$ cat src/rtl/rf_wb_writer_pkg.sv
// rf_wb_writer_pkg: shared widths, write-source enum and side-result entry type for rf_wb_writer
package rf_wb_writer_pkg;
  localparam int AW = 5;
  localparam int DW = 32;
  typedef enum logic [1:0] {SRC_NONE, SRC_PIPE, SRC_FIFO, SRC_BYP} src_e;
  typedef struct packed {
    logic [AW-1:0] rd;
    logic [DW-1:0] data;
    logic [DW-1:0] inst;
  } wb_ent_t;
endpackage

$ cat src/rtl/rf_wb_fifo.sv
// rf_wb_fifo: DEPTH-entry sync FIFO of {rd, data, inst} side results
// Ports: clk, rst (async, active-high), push/din, pop/dout (head, valid when count>0), count.
// The caller guarantees push only when not full and pop only when not empty.
module rf_wb_fifo
  import rf_wb_writer_pkg::*;
#(
  parameter int DEPTH = 4
) (
  input  logic                     clk,
  input  logic                     rst,
  input  logic                     push,
  input  logic                     pop,
  input  wb_ent_t                  din,
  output wb_ent_t                  dout,
  output logic [$clog2(DEPTH):0]   count
);
  localparam int PW = $clog2(DEPTH);
  localparam int CW = PW + 1;
  wb_ent_t mem [DEPTH];
  logic [PW-1:0] rp, wp;
  assign dout = mem[rp];
  always_ff @(posedge clk)
    if (push) mem[wp] <= din;
  always_ff @(posedge clk or posedge rst)
    if (rst) begin
      rp    <= '0;
      wp    <= '0;
      count <= '0;
    end else begin
      if (push) wp <= wp + 1'b1;
      if (pop) rp <= rp + 1'b1;
      count <= count + CW'(push) - CW'(pop);
    end
endmodule

$ cat src/rtl/rf_wb_writer.sv
// rf_wb_writer: arbitrates the RF write port between pipeline WB and buffered side-unit results
// Ports: wb_* pipeline result (no backpressure); mc_issue/mc_issue_rd mark pending side writes;
// mc_valid/mc_ready/mc_* side-result handshake; RFWr/A3/WD/inst registered RF write;
// busy pending-write scoreboard; fifo_count entries held. clk, rst async active-high.
// Option: define RF_WB_BYPASS_EN to send a side result straight to the output register
// when the pipeline is idle and the FIFO is empty.
module rf_wb_writer
  import rf_wb_writer_pkg::*;
#(
  parameter int DEPTH = 4
) (
  input  logic                   clk,
  input  logic                   rst,
  input  logic                   wb_valid,
  input  logic [AW-1:0]          wb_rd,
  input  logic [DW-1:0]          wb_data,
  input  logic [DW-1:0]          wb_inst,
  input  logic                   mc_issue,
  input  logic [AW-1:0]          mc_issue_rd,
  input  logic                   mc_valid,
  output logic                   mc_ready,
  input  logic [AW-1:0]          mc_rd,
  input  logic [DW-1:0]          mc_data,
  input  logic [DW-1:0]          mc_inst,
  output logic                   RFWr,
  output logic [AW-1:0]          A3,
  output logic [DW-1:0]          WD,
  output logic [DW-1:0]          inst,
  output logic [31:0]            busy,
  output logic [$clog2(DEPTH):0] fifo_count
);
  localparam int CW = $clog2(DEPTH) + 1;
  wb_ent_t head, sel;
  src_e src;
  logic empty, accept, byp, push, pop;
  logic [31:0] set_m, clr_m;
  assign empty    = fifo_count == '0;
  assign mc_ready = !rst && fifo_count != CW'(DEPTH);
  assign accept   = mc_valid & mc_ready;
`ifdef RF_WB_BYPASS_EN
  assign byp = !wb_valid & empty & accept;
`else
  assign byp = 1'b0;
`endif
  assign pop  = !wb_valid & !empty;
  assign push = accept & !byp;
  always_comb begin
    src   = wb_valid ? SRC_PIPE : !empty ? SRC_FIFO : byp ? SRC_BYP : SRC_NONE;
    sel   = wb_valid ? wb_ent_t'({wb_rd, wb_data, wb_inst}) :
            !empty   ? head : wb_ent_t'({mc_rd, mc_data, mc_inst});
    clr_m = (src == SRC_FIFO || src == SRC_BYP) ? 32'(1) << sel.rd : '0;
    // applied after the clear so a same-cycle reissue stays pending
    set_m = (mc_issue && mc_issue_rd != '0) ? 32'(1) << mc_issue_rd : '0;
  end
  rf_wb_fifo #(.DEPTH(DEPTH)) u_fifo (
    .clk   (clk),
    .rst   (rst),
    .push  (push),
    .pop   (pop),
    .din   ({mc_rd, mc_data, mc_inst}),
    .dout  (head),
    .count (fifo_count)
  );
  always_ff @(posedge clk or posedge rst)
    if (rst) begin
      RFWr <= 1'b0;
      A3   <= '0;
      WD   <= '0;
      inst <= '0;
      busy <= '0;
    end else begin
      RFWr <= src != SRC_NONE && sel.rd != '0;
      if (src != SRC_NONE) begin
        A3   <= sel.rd;
        WD   <= sel.data;
        inst <= sel.inst;
      end
      busy <= ((busy & ~clr_m) | set_m) & ~32'h1;
    end
endmodule

$ cat config.mk
export PLATFORM = sky130hd
export DESIGN_NAME = rf_wb_writer
export DESIGN_NICKNAME = d
export VERILOG_FILES = /design/src/rtl/rf_wb_writer_pkg.sv /design/src/rtl/rf_wb_fifo.sv /design/src/rtl/rf_wb_writer.sv
export SDC_FILE = /design/constraint.sdc
export NUM_CORES = 1
export LEC_CHECK = 0
export CORE_UTILIZATION = 50
export DETAILED_ROUTE_END_ITERATION = 16
export PLACE_DENSITY = 0.77
export SLEW_MARGIN = 10
export SYNTH_ARGS = -nofsm -noshare
export SYNTH_HDL_FRONTEND = slang
export SYNTH_SLANG_ARGS = --single-unit
$ cat constraint.sdc
create_clock -name clk -period 4.4 [get_ports clk]
set_clock_uncertainty 0.05 [all_clocks]
set_input_delay 0.66 -clock clk [delete_from_list [all_inputs] [get_ports clk]]
set_output_delay 0.66 -clock clk [all_outputs]
set_load 0.01 [all_outputs]
; Yosys cells after proc, flatten, opt, wreduce, memory -nomap -nowiden
; Memory sizes are Yosys's and may differ from the RTL's.
; Index checks and enable logic that the tools add are counted.
[classes]
n_eq_ne = 3
bitwise_logic = 5
shifts = 2
n_reduce_logical = 11
mux = 8
add_sub_neg = 4
[ops]
columns = cell, count
row1 = $mux 69, 2
row2 = $mux 32, 2
row3 = $shl 1x5->32 const A, 2
row4 = $and 32x32->32, 1
row5 = $not 32->32, 1
row6 = $or 32x32->32, 1
row7 = $reduce_bool 5->1, 2
row8 = $add 2x1->2 const B, 2
row9 = $eq 2x2->1 const B, 2
row10 = $mux 2, 2
row11 = $add 3x1->3, 1
row12 = $logic_and 1x1->1, 3
row13 = $logic_not 1->1, 3
row14 = $logic_not 3->1, 1
row15 = $ne 3x3->1 const B, 1
row16 = $sub 3x1->3, 1
row17 = $and 1x1->1, 2
row18 = $mux 1, 2
row19 = $reduce_bool 2->1, 1
row20 = $logic_or 1x1->1, 1
[word_totals]
n_memories = 1
elab_cells = 42
mem_bits_rw = 276
output_inout_bits = 106
input_bits = 148
ff_bits = 108
[mem_list]
columns = memory, words, word_bits, rd, rd_clocked_by_memory_dff, write_ports, line_no
row1 = u_fifo.mem, 4, 69, 1, 0, 1, rf_wb_fifo.sv:19  ; wb_ent_t mem [DEPTH];

; Logic depth before layout (Yosys ltp)
[logic_depth]
depth_word = 9
ltp_mapped = 8
mapped_depth_nobuf = 8

; Hierarchy
; From an unflattened synthesis, not the netlist that was laid out.
[hier_totals]
hier_cells = 881
hier_area_um2 = 15212.1
[by_module_without_submodules]
columns = module, cells_per_inst, instances, seq_area_each_um2, area_per_inst_um2
row1 = rf_wb_fifo, 394, 1, 8463.1, 10413.7
row2 = rf_wb_writer, 487, 1, 2527.4, 4798.4

; Least setup slack after synthesis
; Ideal clock, no wire load.
[synth_path]
path_type = input port to flip-flop
start = input port rst
end = memory u_fifo.mem[0][0] in the netlist's numbering, enable pin
setup_time_ns = 0.435
t_required_ns = 3.915
n_path_buf = 0
setup_slack_ns = 1.144
arrival_ns = 2.771
stages = 2
path_cell_list = a31oi_1 and3_1
[synth_between]
elab_chain_len = 5
[synth_lines]
columns = item, line_no
row1 = "start, declared", rf_wb_writer.sv:13  ; input logic rst,
row2 = $logic_not 1->1 (no source line), --
row3 = $logic_and 1x1->1, rf_wb_writer.sv:38  ; assign mc_ready = !rst && fifo_count != CW'(DEPTH);
row4 = $and 1x1->1, rf_wb_writer.sv:39  ; assign accept = mc_valid & mc_ready;
row5 = $mux 1, rf_wb_fifo.sv:23  ; if (push) mem[wp] <= din;
row6 = $mux 1 (implied by the code), rf_wb_fifo.sv:23
row7 = "end, declared", rf_wb_fifo.sv:19
; No other way between the ends.

; Worst setup path in the final report
[layout_path]
start = input port rst
end = output port mc_ready
[layout_between]
elab_chain_len = 2
[layout_lines]
columns = item, line_no
row1 = $logic_not 1->1 (no source line), --
row2 = $logic_and 1x1->1, rf_wb_writer.sv:38
row3 = "end, declared", rf_wb_writer.sv:21  ; output logic mc_ready,
; No other way between the ends.

==> results.txt <==
----------------------------------------------------
[GRT]
  Via count of the first global-routing pass ... 8636
  First-pass GRT wire length ... 47.62 mm
  Antenna violations before repair ... 3
  Total GRT Usage ... 20.10%
  Final global-route overflow total ... 0
  Pin count of the biggest net entering global routing ... 79

[Route]
  Drc violations ... 0
  Final antenna-violating net count ... 0
  Routed WL per cell ... 19.76 um
  Number of iterations in the first detailed-routing pass ... 5
  Via density ... 5.431
  Via count of the routed design ... 8402
  Aggregate routed wire length ... 30.58 mm
  Detailed router's first-iteration violation count ... 550

[Critical path]
  Kind of launch point of the worst setup path ... primary input
  Critical Path Fanout Max ... 6
  Worst-path cell chain ... clkdlybuf4s50_1, a31oi_1, clkdlybuf4s50_1
  Endpoint class of the critical path ... output pin
  Highest-delay cell along the critical path ... clkdlybuf4s50_1
  Cell occurring most often along the worst timing path ... clkdlybuf4s50_1
  Family of cells with the greatest summed delay on the critical path ... buffers and inverters
  Slack of the worst reg-to-reg path ... 1580 ps
  Count of buffering cells on the critical path with inverters included ... 2
  Required time worst endpoint ... 3690 ps
  CP max stage delay ... 650 ps
  Crit Path Category ... primary input to output pin
  Arrival time of the worst setup path ... 2250 ps

[Cells and area]
  Layout filler cell count ... 2106
  Area of all placed cells without fillers ... 0.01925 mm2
  Share of cells above drive strength 1 ... 13.57%
  Post-synthesis to final-layout area growth ... 27.81%
  Number of antenna diodes ... 0
  Final #Nets ... 1282

[Synthesis]
  Most used flip-flop cell after synthesis ... edfxtp_1
  Share of the yosys chip area belonging to registers ... 72.99%
  Post-synth EDFFs ... 276
  Number of distinct standard cells referenced by the synthesized netlist ... 46
  Share of the synthesized area in the top cell type ... 55.04%
  Number of standard cells after synthesis ... 869
  Leading cell type by number of instances after synthesis ... edfxtp_1
  Number of warnings issued by yosys ... 0
  Synthesized Nets ... 1024
  Post-synth top area cell ... edfxtp_1
  Flip-flop and latch count after synthesis ... 384
  Share of synthesized flip-flops with an asynchronous set or reset ... 28.13%
  Netlist area before placement ... 0.01506 mm2
  Top cell types by occurrence after synthesis ... edfxtp_1, dfrtp_1, nand2_1
  Post-Synthesis Mean Instance Area ... 17.33 um2
  Synth top area cells ... edfxtp_1, dfrtp_1, mux4_2, mux2i_1, o21ai_0

[Timing]
  Setup TNS after final layout ... 0 ps
  Peak Freq ... 337.9 MHz
  Slew margin rel. ... 43.02%
  Final setup vio count ... 0
  Final count of hold timing violations ... 0
  Final Cycle Share ... 67.26%
  Time the worst path needs with I/O delays and setup ... 2959 ps
  Final count of pins violating max slew ... 0
  RSZ-0062 raised after global routing ... no
  Least setup slack across all paths after layout ... 1441 ps
  Worst-Margin Slew ... 854.7 ps

[Status]
  Run status ... finished, final reports clean

[Clock network]
  Number of H-tree levels ... 2
  Clock-pin transition on the worst setup and hold timing paths ... 60 ps
  TritonCTS clock tree ... done
  Insertion delay to the later sink of the worst-skew pair ... 530 ps
  TritonCTS Buffers ... 39
  # clock sinks ... 384
  Library cell used as clock root buffer ... clkbuf_16
  Maximum buffer depth of the clock tree ... 3
  Number of hold-repair buffers added at the cts stage ... 0
  Count of instances resized after the clock tree is built ... 0
  Post-CTS setup buffer count ... 0

[Power]
  Proportion of power drawn by combinational gates ... 29.3%
  Standby leakage power ... 7.091 nW
  Sequential Power Share ... 43.5%
  P_sw ... 3.328 mW
  PwrDens ... 602.4 mW/mm2
  Switching part of the total power ... 28.70%
  Maximum resistive drop on vdd ... 376.4 uV
  Clk network pwr share ... 27.2%
  Internal Dissipation ... 8.266 mW

[Job]
  Max Cap Violations ... 0

[Floorplanning]
  Number of placement rows ... 63
  Die boundary width ... 175.5 um
  Core ar. ... 0.02964 mm2
  Height of the die ... 175.5 um
  Boundary Pins ... 254
  Effective utilization at floorplan ... 50.81%
  Die outline area ... 0.03081 mm2

[Placement]
  Post-detail-place hpwl ... 19.53 mm
  Pre-CTS setup slack ... 1283 ps
  Final Wtd Congestion ... 0.7954
  Placed instance area ... 0.01800 mm2
  Number of port buffers ... 252

[Worst hold path]
  Classification of the worst-slack hold path ... flop to flop

----------------------------------------------------
==> per-layer routing <==
metal | GRT usage [%] | vias up | wire length [um]
li1 | - | 3905 | -
met1 | 28.10 | 4197 | 13380
met2 | 32.74 | 258 | 14920
met3 | 4.286 | 36 | 1827
met4 | 4.384 | 6 | 411
met5 | 0 | - | 44
==> layout make-up <==
type	instances	area (um2)	share of cell area (%)
clock buffer	53	1120	5.818
clock inverter	18	127.6	0.6631
inverter	8	32.53	0.1690
multi-input combinational	430	3845	19.98
sequential	384	11000	57.14
tap	390	488.0	2.535
timing repair buffer	264	2635	13.69
==> worst min-delay path: stages, from the launching register on <==
cell,delay [ps]
dfrtp_1,340
nand2_1,50
o21ai_0,60
==> worst paths after layout <==
kind                                            endpoint  cells past startpoint                 startpoint
worst min-delay path                   A3[0]$_DFFE_PP0P_                      2          A3[0]$_DFFE_PP0P_
min in group asynchronous       u_fifo.rp[1]$_DFFE_PP0P_                      2                        rst
worst min register to register         A3[0]$_DFFE_PP0P_                      2          A3[0]$_DFFE_PP0P_
worst max-delay path                            mc_ready                      3                        rst
max in group asynchronous           inst[20]$_DFFE_PP0P_                      3                        rst
worst max register to register            RFWr$_DFF_PP0_                      6  u_fifo.count[2]$_DFF_PP0_
==> metrics by stage <==
stage                     hold slack [ps]  cells  utilization (%)  power (mW)
final                               438.1   1547            64.94       11.59
after global routing                471.4   1547            64.94       12.17
after CTS                           445.0   1547            64.94       11.72
after detailed placement            431.8   1476            60.73       8.553
after global placement              441.6   1476            60.73       8.477
after floorplan                     466.2    869                -       7.056
==> cell families after synthesis <==
kind of cell,after synthesis,synth area share [%]
and+or+nand+nor,134,4.071
AOI/OAI and AO/OA,148,5.808
muxes,135,14.54
xor gates and xnor gates,5,0.2909
adders and majority gates,7,0.6315
buffers and inverters,55,1.645
DFF,384,72.99
other,1,0.02490
==> power groups by stage <==
stage / clock network [mW] / registers (mW) / logic, mW
after floorplan: 0 / 5.08 / 1.98
after global placement: 0 / 5.10 / 3.38
after detailed placement: 0 / 5.12 / 3.44
after CTS: 3.22 / 5.05 / 3.45
after global routing: 3.37 / 5.13 / 3.67
final: 3.16 / 5.04 / 3.39
==> flip-flops by register name, indices dropped and copies added, names as in the netlist <==
| signal | flops |
|---|---|
| inst | 32 |
| WD | 32 |
| u_fifo.wp | 2 |
| u_fifo.count | 3 |
| u_fifo.rp | 2 |
| u_fifo.mem | 276 |
| A3 | 5 |
| busy | 31 |
| RFWr | 1 |
==> cell usage in the layout, fill, tap and decap left out, types with 2 or more instances in the layout <==
master / count
clkinv_1: 6
clkbuf_1: 6
nand2b_1: 5
o21ai_0: 88
clkbuf_16: 40
nor2b_1: 9
and2_1: 2
mux4_2: 67
clkbuf_8: 7
nor3b_1: 2
a21oi_2: 2
and3_4: 4
clkinv_2: 7
nand3_1: 5
a21oi_1: 6
a22oi_1: 2
edfxtp_1: 276
dfrtp_4: 2
inv_1: 7
o21ai_1: 7
dfrtp_1: 106
ha_1: 6
clkdlybuf4s50_1: 251
o21ai_2: 2
a21boi_0: 2
buf_12: 2
buf_4: 11
inv_4: 2
nand2_1: 95
nor2_1: 4
xnor2_1: 3
xor2_1: 2
a21o_1: 2
o31ai_1: 31
mux2i_1: 68
No activity file was read; power rests on OpenSTA's default activity.
